### config.mk
export PLATFORM = sky130hd
export DESIGN_NAME = interrupt_sequencer_flat
export DESIGN_NICKNAME = d
export VERILOG_FILES = /design/src/rtl/interrupt_sequencer_if.sv /design/src/rtl/interrupt_sequencer.sv /design/src/flat_wrapper.sv
export SDC_FILE = /design/constraint.sdc
export NUM_CORES = 1
export LEC_CHECK = 0
export BUFFER_PORTS_ARGS = -buffer_cell sky130_fd_sc_hd__buf_4
export CORE_MARGIN = 10
export CORE_UTILIZATION = 26
export DETAILED_ROUTE_END_ITERATION = 10
export RECOVER_POWER = 50
export SLEW_MARGIN = 20
export SYNTH_ARGS = -nofsm -noshare
export SYNTH_HDL_FRONTEND = slang
export SYNTH_SLANG_ARGS = --single-unit
### constraint.sdc
create_clock -name clk -period 1.4 [get_ports clk]
set_clock_uncertainty 0.2 [all_clocks]
set_input_delay 0.21 -clock clk [delete_from_list [all_inputs] [get_ports clk]]
set_output_delay 0.21 -clock clk [all_outputs]
set_load 0.01 [all_outputs]
### src/rtl/interrupt_sequencer_if.sv
// Handshake between the control unit and the interrupt sequencer: request inputs,
// bus-ready, status image, and the push/vector-fetch strobes the sequencer drives.
interface interrupt_sequencer_if;
  logic        instr_bound;
  logic        brk_req;
  logic        irq_n;
  logic        nmi_n;
  logic        bus_ready;
  logic [7:0]  psr_in;
  logic        seq_active;
  logic        push_pch;
  logic        push_pcl;
  logic        push_psr;
  logic [7:0]  psr_push;
  logic        set_i;
  logic [15:0] vec_addr;
  logic        load_vec_lo;
  logic        load_vec_hi;
  logic        seq_done;

  modport master (
    input  instr_bound, brk_req, irq_n, nmi_n, bus_ready, psr_in,
    output seq_active, push_pch, push_pcl, push_psr, psr_push, set_i,
           vec_addr, load_vec_lo, load_vec_hi, seq_done
  );

  modport slave (
    output instr_bound, brk_req, irq_n, nmi_n, bus_ready, psr_in,
    input  seq_active, push_pch, push_pcl, push_psr, psr_push, set_i,
           vec_addr, load_vec_lo, load_vec_hi, seq_done
  );
endinterface

### src/rtl/interrupt_sequencer.sv
// BRK/IRQ/NMI entry sequencer: arbitrates at instruction boundaries, then pushes
// PCH, PCL, P and fetches the vector, with NMI hijack of in-flight BRK/IRQ entries.
//
// state    | meaning
// IDLE     | waiting for an instruction boundary with a pending source
// PUSH_PCH | writing PC[15:8] to the stack
// PUSH_PCL | writing PC[7:0] to the stack
// PUSH_P   | writing the status image (B resolved) to the stack
// VEC_LO   | loading PCL from the vector, setting I
// VEC_HI   | loading PCH from the vector
module interrupt_sequencer #(
  parameter logic [15:0] NMI_VEC = 16'hFFFA,
  parameter logic [15:0] IRQ_VEC = 16'hFFFE
) (
  input logic clk,
  input logic nrst,
  interrupt_sequencer_if.master bus
);

  typedef enum logic [2:0] {IDLE, PUSH_PCH, PUSH_PCL, PUSH_P, VEC_LO, VEC_HI} state_t;
  typedef enum logic [1:0] {SRC_NONE, SRC_BRK, SRC_NMI, SRC_IRQ} src_t;

  state_t      state, state_nxt;
  src_t        src, start_src;
  logic        nmi_q, nmi_pend, nmi_edge, nmi_clr;
  logic        b_flag, hijack, vec_nmi, start;
  logic        seq_done_q, seq_done_nxt;
  logic        push_pch, push_pcl, push_psr, set_i, load_vec_lo, load_vec_hi;
  logic [15:0] vec_base, vec_addr;
  logic        unused_psr_bits;

  assign unused_psr_bits = ^bus.psr_in[5:4];

  always_comb begin
    start_src = SRC_NONE;
    if (bus.brk_req)                         start_src = SRC_BRK;
    else if (nmi_pend)                       start_src = SRC_NMI;
    else if (!bus.irq_n && !bus.psr_in[2])   start_src = SRC_IRQ;
  end

  assign start    = (state == IDLE) && bus.instr_bound && (start_src != SRC_NONE);
  assign nmi_edge = nmi_q && !bus.nmi_n;
  assign vec_nmi  = (src == SRC_NMI) || hijack;
  assign vec_base = vec_nmi ? NMI_VEC : IRQ_VEC;
  assign nmi_clr  = (state == VEC_LO) && bus.bus_ready && vec_nmi;

  always_ff @(posedge clk or negedge nrst) begin
    if (!nrst) begin
      state      <= IDLE;
      seq_done_q <= 1'b0;
    end else begin
      state      <= state_nxt;
      seq_done_q <= seq_done_nxt;
    end
  end

  always_comb begin
    state_nxt    = state;
    seq_done_nxt = 1'b0;
    push_pch     = 1'b0;
    push_pcl     = 1'b0;
    push_psr     = 1'b0;
    set_i        = 1'b0;
    load_vec_lo  = 1'b0;
    load_vec_hi  = 1'b0;
    vec_addr     = 16'h0000;
    case (state)
      IDLE: if (start) state_nxt = PUSH_PCH;
      PUSH_PCH: begin
        push_pch = 1'b1;
        if (bus.bus_ready) state_nxt = PUSH_PCL;
      end
      PUSH_PCL: begin
        push_pcl = 1'b1;
        if (bus.bus_ready) state_nxt = PUSH_P;
      end
      PUSH_P: begin
        push_psr = 1'b1;
        if (bus.bus_ready) state_nxt = VEC_LO;
      end
      VEC_LO: begin
        load_vec_lo = 1'b1;
        set_i       = 1'b1;
        vec_addr    = vec_base;
        if (bus.bus_ready) state_nxt = VEC_HI;
      end
      VEC_HI: begin
        load_vec_hi = 1'b1;
        vec_addr    = vec_base + 16'd1;
        if (bus.bus_ready) begin
          state_nxt    = IDLE;
          seq_done_nxt = 1'b1;
        end
      end
      default: state_nxt = IDLE;
    endcase
  end

  // A new edge in the clearing cycle wins, so back-to-back NMIs are never lost.
  always_ff @(posedge clk or negedge nrst) begin
    if (!nrst) begin
      nmi_q    <= 1'b1;
      nmi_pend <= 1'b0;
      src      <= SRC_NONE;
      b_flag   <= 1'b0;
      hijack   <= 1'b0;
    end else begin
      nmi_q    <= bus.nmi_n;
      nmi_pend <= nmi_edge || (nmi_pend && !nmi_clr);
      if (start) begin
        src    <= start_src;
        b_flag <= (start_src == SRC_BRK);
        hijack <= 1'b0;
      end else if (nmi_pend && (src != SRC_NMI) &&
                   (state == PUSH_PCH || state == PUSH_PCL || state == PUSH_P)) begin
        hijack <= 1'b1;
      end
    end
  end

  assign bus.seq_active  = (state != IDLE);
  assign bus.push_pch    = push_pch;
  assign bus.push_pcl    = push_pcl;
  assign bus.push_psr    = push_psr;
  assign bus.psr_push    = {bus.psr_in[7:6], 1'b1, b_flag, bus.psr_in[3:0]};
  assign bus.set_i       = set_i;
  assign bus.vec_addr    = vec_addr;
  assign bus.load_vec_lo = load_vec_lo;
  assign bus.load_vec_hi = load_vec_hi;
  assign bus.seq_done    = seq_done_q;

endmodule

### src/flat_wrapper.sv
// flat-port wrapper written by rule: the top's interface ports become plain ports
module interrupt_sequencer_flat 
#(
  parameter logic [15:0] NMI_VEC = 16'hFFFA,
  parameter logic [15:0] IRQ_VEC = 16'hFFFE
)
  (clk, nrst, bus_instr_bound, bus_brk_req, bus_irq_n, bus_nmi_n, bus_bus_ready, bus_psr_in, bus_seq_active, bus_push_pch, bus_push_pcl, bus_push_psr, bus_psr_push, bus_set_i, bus_vec_addr, bus_load_vec_lo, bus_load_vec_hi, bus_seq_done);
  interrupt_sequencer_if bus_i ();
  input logic clk;
  input logic nrst;
  input wire logic [$bits(bus_i.instr_bound)-1:0] bus_instr_bound;
  input wire logic [$bits(bus_i.brk_req)-1:0] bus_brk_req;
  input wire logic [$bits(bus_i.irq_n)-1:0] bus_irq_n;
  input wire logic [$bits(bus_i.nmi_n)-1:0] bus_nmi_n;
  input wire logic [$bits(bus_i.bus_ready)-1:0] bus_bus_ready;
  input wire logic [$bits(bus_i.psr_in)-1:0] bus_psr_in;
  output wire logic [$bits(bus_i.seq_active)-1:0] bus_seq_active;
  output wire logic [$bits(bus_i.push_pch)-1:0] bus_push_pch;
  output wire logic [$bits(bus_i.push_pcl)-1:0] bus_push_pcl;
  output wire logic [$bits(bus_i.push_psr)-1:0] bus_push_psr;
  output wire logic [$bits(bus_i.psr_push)-1:0] bus_psr_push;
  output wire logic [$bits(bus_i.set_i)-1:0] bus_set_i;
  output wire logic [$bits(bus_i.vec_addr)-1:0] bus_vec_addr;
  output wire logic [$bits(bus_i.load_vec_lo)-1:0] bus_load_vec_lo;
  output wire logic [$bits(bus_i.load_vec_hi)-1:0] bus_load_vec_hi;
  output wire logic [$bits(bus_i.seq_done)-1:0] bus_seq_done;
  assign bus_i.instr_bound = bus_instr_bound;
  assign bus_i.brk_req = bus_brk_req;
  assign bus_i.irq_n = bus_irq_n;
  assign bus_i.nmi_n = bus_nmi_n;
  assign bus_i.bus_ready = bus_bus_ready;
  assign bus_i.psr_in = bus_psr_in;
  assign bus_seq_active = bus_i.seq_active;
  assign bus_push_pch = bus_i.push_pch;
  assign bus_push_pcl = bus_i.push_pcl;
  assign bus_push_psr = bus_i.push_psr;
  assign bus_psr_push = bus_i.psr_push;
  assign bus_set_i = bus_i.set_i;
  assign bus_vec_addr = bus_i.vec_addr;
  assign bus_load_vec_lo = bus_i.load_vec_lo;
  assign bus_load_vec_hi = bus_i.load_vec_hi;
  assign bus_seq_done = bus_i.seq_done;
  interrupt_sequencer #(.NMI_VEC(NMI_VEC), .IRQ_VEC(IRQ_VEC)) u_core (.clk(clk), .nrst(nrst), .bus(bus_i));
endmodule
Word level (Yosys, flattened, before mapping):

Cells that the tools add are included.

* ROM bits: 0
* register bits after elaboration: 10
* memories: 0
* memory bits (writable): 0
* output and inout bits: 32
* bits in latches: 0

* equal/unequal tests: 14
* $add $sub $neg: 1
* reductions and logical operators: 22
* order comparisons: 0
* bitwise operators: 0
* div/mod/pow operators: 0
* shifts and indexed selects: 0
* muxes and demuxes: 21
* multiply operators: 0

Operators with widths (number)
* 16-bit one-hot mux with 2 select lines: 1
* 3-bit 2-to-1 mux: 7
* 3-bit one-hot mux with 6 select lines: 1
* 16-bit by 1-bit adder with 16-bit output (second input constant): 1
* 2-bit inequality test (second input constant): 6
* 1-bit logical AND: 9
* 1-bit 2-to-1 mux: 9
* 3-bit by 2-bit == test with 1-bit output (second input constant): 2
* 3-bit == test (second input constant): 2
* 2-bit 2-to-1 mux: 3
* 6-bit AND reduction: 1
* 1-bit logical NOT: 4
* 1-bit logical OR: 4
* 2-bit nonzero test: 2
* 3-bit by 1-bit == test with 1-bit output (second input constant): 1
* 3-bit logical NOT: 1
* 3-bit nonzero test: 1
* 2-bit by 1-bit == test with 1-bit output (second input constant): 1
* 2-bit == test (second input constant): 1
* 2-bit by 1-bit inequality test with 1-bit output (second input constant): 1

Longest topological paths before layout:

Gate-level depths: netlist (run 1).

* depth in word-level cells: 9
* gate-level depth with buffers: 5

Worst setup path before layout (run 1):

Ideal clock, no wire load.

* kind: reg-to-reg
* start point: register u_core.state[1]
* end point: register u_core.nmi_pend
* buffers on the path: 1
* slack: -0.199 ns
* arrival time: 1.278 ns
* stages on the path, launching flop included: 5
* clock period less this slack: 1.599 ns
* cells stage by stage: dfrtp_1 buf_4 nor3b_1 o211ai_1 a22o_1

* longest elaborated chain between the ends: 6

RTL lines
* from (decl): RTL line interrupt_sequencer.sv:23 `state_t state, state_nxt;`
* from (signal assigned): RTL line interrupt_sequencer.sv:52 `state <= state_nxt;`
* 3-bit == test: RTL line interrupt_sequencer.sv:45 `assign nmi_clr = (state == VEC_LO) && bus.bus_ready && vec_nmi;`
* 1-bit logical AND (2 in series): RTL line interrupt_sequencer.sv:45
* 1-bit logical NOT: RTL line interrupt_sequencer.sv:109 `nmi_pend <= nmi_edge || (nmi_pend && !nmi_clr);`
* 1-bit logical AND: RTL line interrupt_sequencer.sv:109
* 1-bit logical OR: RTL line interrupt_sequencer.sv:109
* to (signal assigned): RTL line interrupt_sequencer.sv:109
* to (decl): RTL line interrupt_sequencer.sv:25 `logic nmi_q, nmi_pend, nmi_edge, nmi_clr;`

Every way passes these cells.
A chain may end at the register's enable or synchronous reset.

Worst setup path after layout (run 1):

* start point: register u_core.state[1]
* end point: output bus_set_i

* longest elaborated chain between the ends: 2

RTL lines
* 3-bit == test: RTL line interrupt_sequencer.sv:67 `case (state)`
* 1-bit 2-to-1 mux: RTL line interrupt_sequencer.sv:67
* to (decl): RTL line flat_wrapper.sv:22 `output wire logic [$bits(bus_i.set_i)-1:0] bus_set_i;`

Every way passes these cells.

==> metrics.cfg, run 1 <==
[drt]
num_vias=609
postRouteWirelength_um=1950
drt_pass1_iterations=4
avgRoutedWirePerCell_um=13.9
ant_nets=0
drt_iter0_drc=17
drc_errors=0
vias_per_cell=4.35

[timing]
maxSlewViolCount=0
worst_pin_slew_ns=0.573
hold_viol_final=0
finalSetupTns_ns=-6.05
setup_viol=28
slew_headroom_pct=61.8
period_share_pct=122
min_period_ns=1.70
max_freq_ghz=0.587
rsz0062_at_grt=yes
holdWs_ns=0.0120
worst_slack_ns=-0.303

[yosys]
netlist.area_leader.share_pct=34.0
seq_area_frac_synth_pct=38.0
synth_area_leaders=dfrtp_1 (34%), buf_4 (26%), nor2_1 (5.1%)
syn_nets=91
yosys.area.top_type=dfrtp_1
synthCells=76
ys_types=25
ys_ff_latch=10
netlist_area_um2=662
postSynthAreaPerCell_um2=8.71
yosys_warnings=0

[clock_network]
root_buffer=clkbuf_4
numCtsBuffers=3
cts_tree=built
clock_path_buffers=2
clkTransAtPathRegs_ns=0.07
clk-insertion-delay-late_ns=0.26
cts_max_level=1
tritoncts_num_sinks=10

[power_and_ir_drop]
p_per_area_nw_per_um2=2350
power_frac_clock_pct=9.2
switchingPower_w=0.00108
p_seq_share_pct=20.5
leakagePower_nw=0.571
ir_drop_mv=1.09
p_int_w=0.00174
swShare_pct=38.5
total_power_w=0.00282
p_comb_share_pct=70.3

[global_routing]
grt_max_degree=11
grt_pass1_vias=669
grt_overflow=0
grt_pass1_wl_um=2990
groute.usage.overall_pct=7.17
grt_antenna_before_repair=0

[setup_path]
crit_fanout=5
worstSetupPathType=reg -> out
crit_path_end_kind=output pin
cp.required_ns=0.99
crit_path_start_kind=flop
arrival_ns=1.29

[die]
core_um2=2450
rows=18
fp.dieW_um=70.5
io_pins=47
die_h_um=70.5
die-area_um2=4960
start_util_pct=27.0

[cells_and_area]
antennaDiodeCount=0
fin_nets=126
syn_to_final_growth_pct=81.7
final_common_cell=buf_6
post-route-util_pct=49.0
layout-drive-gt1-share_pct=70.0
final_cell_mix=buf_6 (30), buf_4 (20), nor2_1 (6), dfrtp_1 (6)
fill_cells=217

[place]
hpwl_um=1370
port_buffers=33
gp_congestion=0.714

[hold_path]
hp-class=in -> reg

[run_status]
failed_checks=setup timing
status=finished, violations left

[flow_run]
maxCapViolCount=0

## registers in the layout, indices dropped and copies added, names as in the netlist
name,flops
u_core.b_flag,1
u_core.src,2
u_core.state,3
u_core.bus.seq_done,1
u_core.hijack,1
u_core.nmi_pend,1
u_core.nmi_q,1
## power by group through the flow
stage          registers [W]  clock network [W]  logic (W)
2_1_floorplan       0.000473                  0   0.000865
3_3_place_gp        0.000525                  0    0.00121
3_5_place_dp        0.000529                  0    0.00124
4_1_cts             0.000556           0.000270    0.00177
5_1_grt             0.000595           0.000287    0.00214
6_report            0.000578           0.000258    0.00198
## stage by stage
step | std cells | instance area (µm²) | setup WS (ns)
5_1_grt | 140 | 1200 | -0.355
3_3_place_gp | 124 | 852 | -0.0539
4_1_cts | 137 | 1120 | -0.292
2_1_floorplan | 76 | 686 | -0.0275
3_5_place_dp | 124 | 852 | -0.0723
6_report | 140 | 1200 | -0.303
## final cells by class
| type | count | area, µm² | share of cell area (%) |
|---|---|---|---|
| Sequential cell | 10 | 255 | 21.2 |
| Clock buffer | 4 | 36.3 | 3.02 |
| Timing Repair inverter | 1 | 8.76 | 0.728 |
| Tap cell | 30 | 37.5 | 3.12 |
| Multi-Input combinational cell | 36 | 318 | 26.4 |
| Inverter | 6 | 35.0 | 2.91 |
| Timing Repair Buffer | 53 | 512 | 42.6 |
## critical path, cell delays in order, from the launching register on
cell and delay [ns]:
dfrtp_2 0.46, buf_6 0.14, nor3b_4 0.21, buf_6 0.13
buf_6 0.09
## timing repair
action | in CTS | in global routing
hold endpoints to repair | 11 | 0
gates resized for setup | 46 | 14
setup buffers | 6 | 4
pin swaps | 5 | 5
cloned | 1 | 0
hold buffers | 2 | 0
endpoints found under the setup margin | 28 | 30
## cells by family after synthesis
| kind of cell | after synthesis | synth area share [%] |
|---|---|---|
| buf+inv | 30 | 30.2 |
| compound gates | 11 | 11.9 |
| other cells | 1 | 0.567 |
| xor+xnor | 1 | 1.32 |
| flops | 10 | 38.0 |
| simple gates | 23 | 18.0 |
## metal layers
layer	up-vias	global-route usage, %	part of all wire (%)
met5	-	0	0
met4	0	1.97	0.51
met3	2	4.80	13
met2	35	11.2	47
met1	277	7.71	39
li1	295	-	-
## worst paths after layout
| path | start | end | slack (ns) | cells past startpoint |
|---|---|---|---|---|
| worst max-delay path | u_core.state[1]$_DFFE_PN0P_ | bus_set_i | -0.30 | 4 |
| worst min-delay path | bus_brk_req | u_core.b_flag$_DFFE_PN0P_ | 0.01 | 3 |
| worst max register to register | u_core.state[1]$_DFFE_PN0P_ | u_core.hijack$_DFFE_PN0P_ | -0.16 | 4 |
| worst min register to register | u_core.src[1]$_DFFE_PN0P_ | u_core.src[1]$_DFFE_PN0P_ | 0.31 | 1 |
| max in group asynchronous | nrst | u_core.state[1]$_DFFE_PN0P_ | 0.34 | 2 |
| min in group asynchronous | nrst | u_core.nmi_pend$_DFF_PN0_ | 0.26 | 2 |
## cells in the mapped netlist
cell       n
o21ai_0    2
nand2b_1   2
inv_1      6
o311a_1    1
a22o_1     1
conb_1     1
buf_4     23
a211oi_1   1
clkbuf_2   1
nand2_1    4
nor2_1     9
nor2b_1    1
a21oi_1    1
nor3_1     2
nand4b_1   1
nor3_2     1
o211ai_1   1
nor3b_1    1
dfstp_2    1
o21a_1     3
nand3_1    1
dfrtp_1    9
xor2_1     1
or4b_1     1
o31ai_1    1
Note: power is estimated with default switching activity, not from simulation.
==> run 2, diff against run 1 <==
--- a/config.mk
+++ b/config.mk
@@ -10,6 +10,7 @@
 export CORE_UTILIZATION = 26
 export DETAILED_ROUTE_END_ITERATION = 10
 export RECOVER_POWER = 50
+export REMOVE_ABC_BUFFERS = 1
 export SLEW_MARGIN = 20
 export SYNTH_ARGS = -nofsm -noshare
 export SYNTH_HDL_FRONTEND = slang
==> run 2 against run 1 <==
The flow still finishes with violations (setup timing); combinational power decreased by 4%; count of clock-buffer cells in the layout unchanged; die area stayed put; final area fell by 3.8%; fmax rose by 3.4%; utilization decreased by 1.9 points; non-clock buffer count decreased by 1; critical endpoint is now bus_load_vec_lo; largest cell class unchanged; largest power group unchanged; highest routed layer is now met3.
==> metrics.cfg, run 2 (same netlist as run 1, synthesis figures left out) <==
[power_and_ir_drop]
p_per_area_nw_per_um2=2290  ; was 2350 nW/µm²
ir_drop_mv=1.28  ; was 1.09 mV
leakagePower_nw=0.547  ; was 0.571 nW

[global_routing]
grt_overflow=0  ; unchanged
grt_pass1_wl_um=2920  ; was 2990 µm
grt_use_met2_pct=11.5  ; was 11.2%
grt_pass1_vias=631  ; was 669
grt_max_degree=11  ; unchanged
groute.usage.overall_pct=6.94  ; was 7.17%
grt_busiest_layer=met2  ; unchanged
grt_antenna_before_repair=0  ; unchanged
use_met1_pct=6.26  ; was 7.71%
grtUsageMet3_pct=6.07  ; was 4.80%

[setup_path]
worst_path_max_delay_cell=dfrtp_1  ; was dfrtp_2
critPathMaxStageDelay_ns=0.40  ; was 0.46 ns
worstSetupPathType=reg -> out  ; unchanged
cp_top_family=flip-flops  ; unchanged
arrival_ns=1.24  ; was 1.29 ns
crit_path_start_kind=flop  ; unchanged
worstPathCellList=buf_6, nor3b_4, buf_4, buf_6  ; was buf_6, nor3b_4, buf_6, buf_6
cp_num_buf_inv=3  ; unchanged
crit_fanout=6  ; was 5
r2r_slack_ns=-0.12  ; was -0.16 ns
crit_top_cell=buf_6  ; unchanged
crit_path_end_kind=output pin  ; unchanged
cp.required_ns=0.99  ; about the same

[place]
gp_congestion=0.714  ; about the same
hpwl_um=1320  ; was 1370 µm
port_buffers=33  ; unchanged
placed_area_um2=845  ; was 852 µm²
dpl.cell_count=125  ; was 124

[cells_and_area]
design_area_um2=1160  ; was 1200 µm²
regArea_um2=254  ; was 255 µm²
top_regs=u_core.state (3), u_core.src (2)  ; unchanged
final_common_cell=buf_4  ; was buf_6
fill_cells=236  ; was 217
post-route-util_pct=47.1  ; was 49.0%
antennaDiodeCount=0  ; unchanged
final_cell_mix=buf_4 (27), buf_6 (22), dfrtp_1 (7)  ; was buf_6 (30), buf_4 (20), nor2_1 (6), dfrtp_1 (6)
layoutNonFillerInstCount=139  ; was 140
layout-drive-gt1-share_pct=70.6  ; was 70.0%
fin_nets=125  ; was 126
largest_reg_flops=3  ; unchanged
syn_to_final_growth_pct=74.7  ; was 81.7%
largest-register=u_core.state  ; unchanged
multi_input_area_um2=328  ; was 318 µm²

[die]
core_um2=2450  ; unchanged
io_pins=47  ; unchanged
rows=18  ; unchanged
die-area_um2=4960  ; unchanged
start_util_pct=27.0  ; unchanged
die_h_um=70.5  ; unchanged
fp.dieW_um=70.5  ; unchanged

[run_status]
failed_checks=setup timing  ; unchanged
status=finished, violations left  ; unchanged

[drt]
drt_pass1_iterations=2  ; was 4
drt_iter0_drc=4  ; was 17
vias_per_cell=4.38  ; was 4.35
ant_nets=0  ; unchanged
postRouteWirelength_um=1810  ; was 1950 µm
avgRoutedWirePerCell_um=13.0  ; was 13.9 µm
num_vias=609  ; unchanged
drc_errors=0  ; unchanged

[timing]
worst_slack_ns=-0.247  ; was -0.303 ns
holdWs_ns=0.0223  ; was 0.0120 ns
min_period_ns=1.65  ; was 1.70 ns
worst_pin_slew_ns=0.579  ; was 0.573 ns
maxSlewViolCount=0  ; unchanged
rsz0062_at_grt=yes  ; unchanged
slew_headroom_pct=61.4  ; was 61.8%
max_freq_ghz=0.607  ; was 0.587 GHz
setup_viol=27  ; was 28
period_share_pct=118  ; was 122%
hold_viol_final=0  ; unchanged

[clock_network]
tritoncts_num_sinks=10  ; unchanged
numCtsBuffers=3  ; unchanged
cts_max_level=1  ; unchanged
clkTransAtPathRegs_ns=0.08  ; was 0.07 ns
root_buffer=clkbuf_4  ; unchanged
clk-insertion-delay-late_ns=0.27  ; was 0.26 ns
clock_path_buffers=2  ; unchanged
cts_tree=built  ; unchanged

[flow_run]
maxCapViolCount=0  ; unchanged

[hold_path]
hp-class=in -> reg  ; unchanged

run 2: cell types whose count changed in the layout (fill, tap and decap cells not counted), sizes merged:
cell,change
clkinvlp,+2
inv,-2
buf,-1
run 2: power breakdown:
part / leakage (nW) / switching [W] / internal [W]
Clock: 0.0150 / 0.000101 / 0.000110
Sequential: 0.112 / 0.000130 / 0.000408
Combinational: 0.419 / 0.000822 / 0.00107
run 2: path summary, 6_finish.rpt:
path,start,endpoint,cells after the start
max in group asynchronous,nrst,u_core.state[2]$_DFFE_PN0P_,2
max,u_core.state[1]$_DFFE_PN0P_,bus_load_vec_lo,4
min reg2reg,u_core.src[1]$_DFFE_PN0P_,u_core.src[1]$_DFFE_PN0P_,1
max reg2reg,u_core.state[0]$_DFFE_PN0P_,u_core.hijack$_DFFE_PN0P_,4
min in group asynchronous,nrst,u_core.bus.seq_done$_DFF_PN0_,2
min,bus_brk_req,u_core.b_flag$_DFFE_PN0P_,3
run 2: metrics by stage:
step / setup TNS [ns] / setup WS [ns] / total power, W
after global placement: -1.86 / -0.0998 / 0.00171
after CTS: -5.97 / -0.266 / 0.00243
after global routing: -8.08 / -0.350 / 0.00284
after floorplan: -8.39 / -0.572 / 0.00101
after detailed placement: -2.36 / -0.124 / 0.00174
final: -5.68 / -0.247 / 0.00265
run 2: layout make-up:
cell class	count	area share (%)
Tap cell	30	3.25
Clock buffer	4	2.27
Timing Repair Buffer	52	41.0
Sequential cell	10	22.0
Multi-Input combinational cell	36	28.4
Inverter	6	2.49
Timing Repair inverter	1	0.649
run 2: worst min-delay path, cell delays in order:
cell	delay, ns
buf_4	0.11
nand3_2	0.09
o21ai_2	0.06
run 2: metal layers:
| metal | vias to the layer above | part of all wire [%] |
|---|---|---|
| li1 | 291 | - |
| met1 | 279 | 34 |
| met2 | 39 | 48 |
| met3 | 0 | 17 |
| met4 | 0 | 0 |
| met5 | - | 0 |
run 2: repair_timing:
action                                  4_1_cts  5_1_grt
cloned                                        1        0
buffers inserted                              6        3
hold buffers                                  2        0
resized for setup                            35       22
hold endpoints to repair                     11        0
pin swaps                                     8        5
endpoints found under the setup margin       28       30
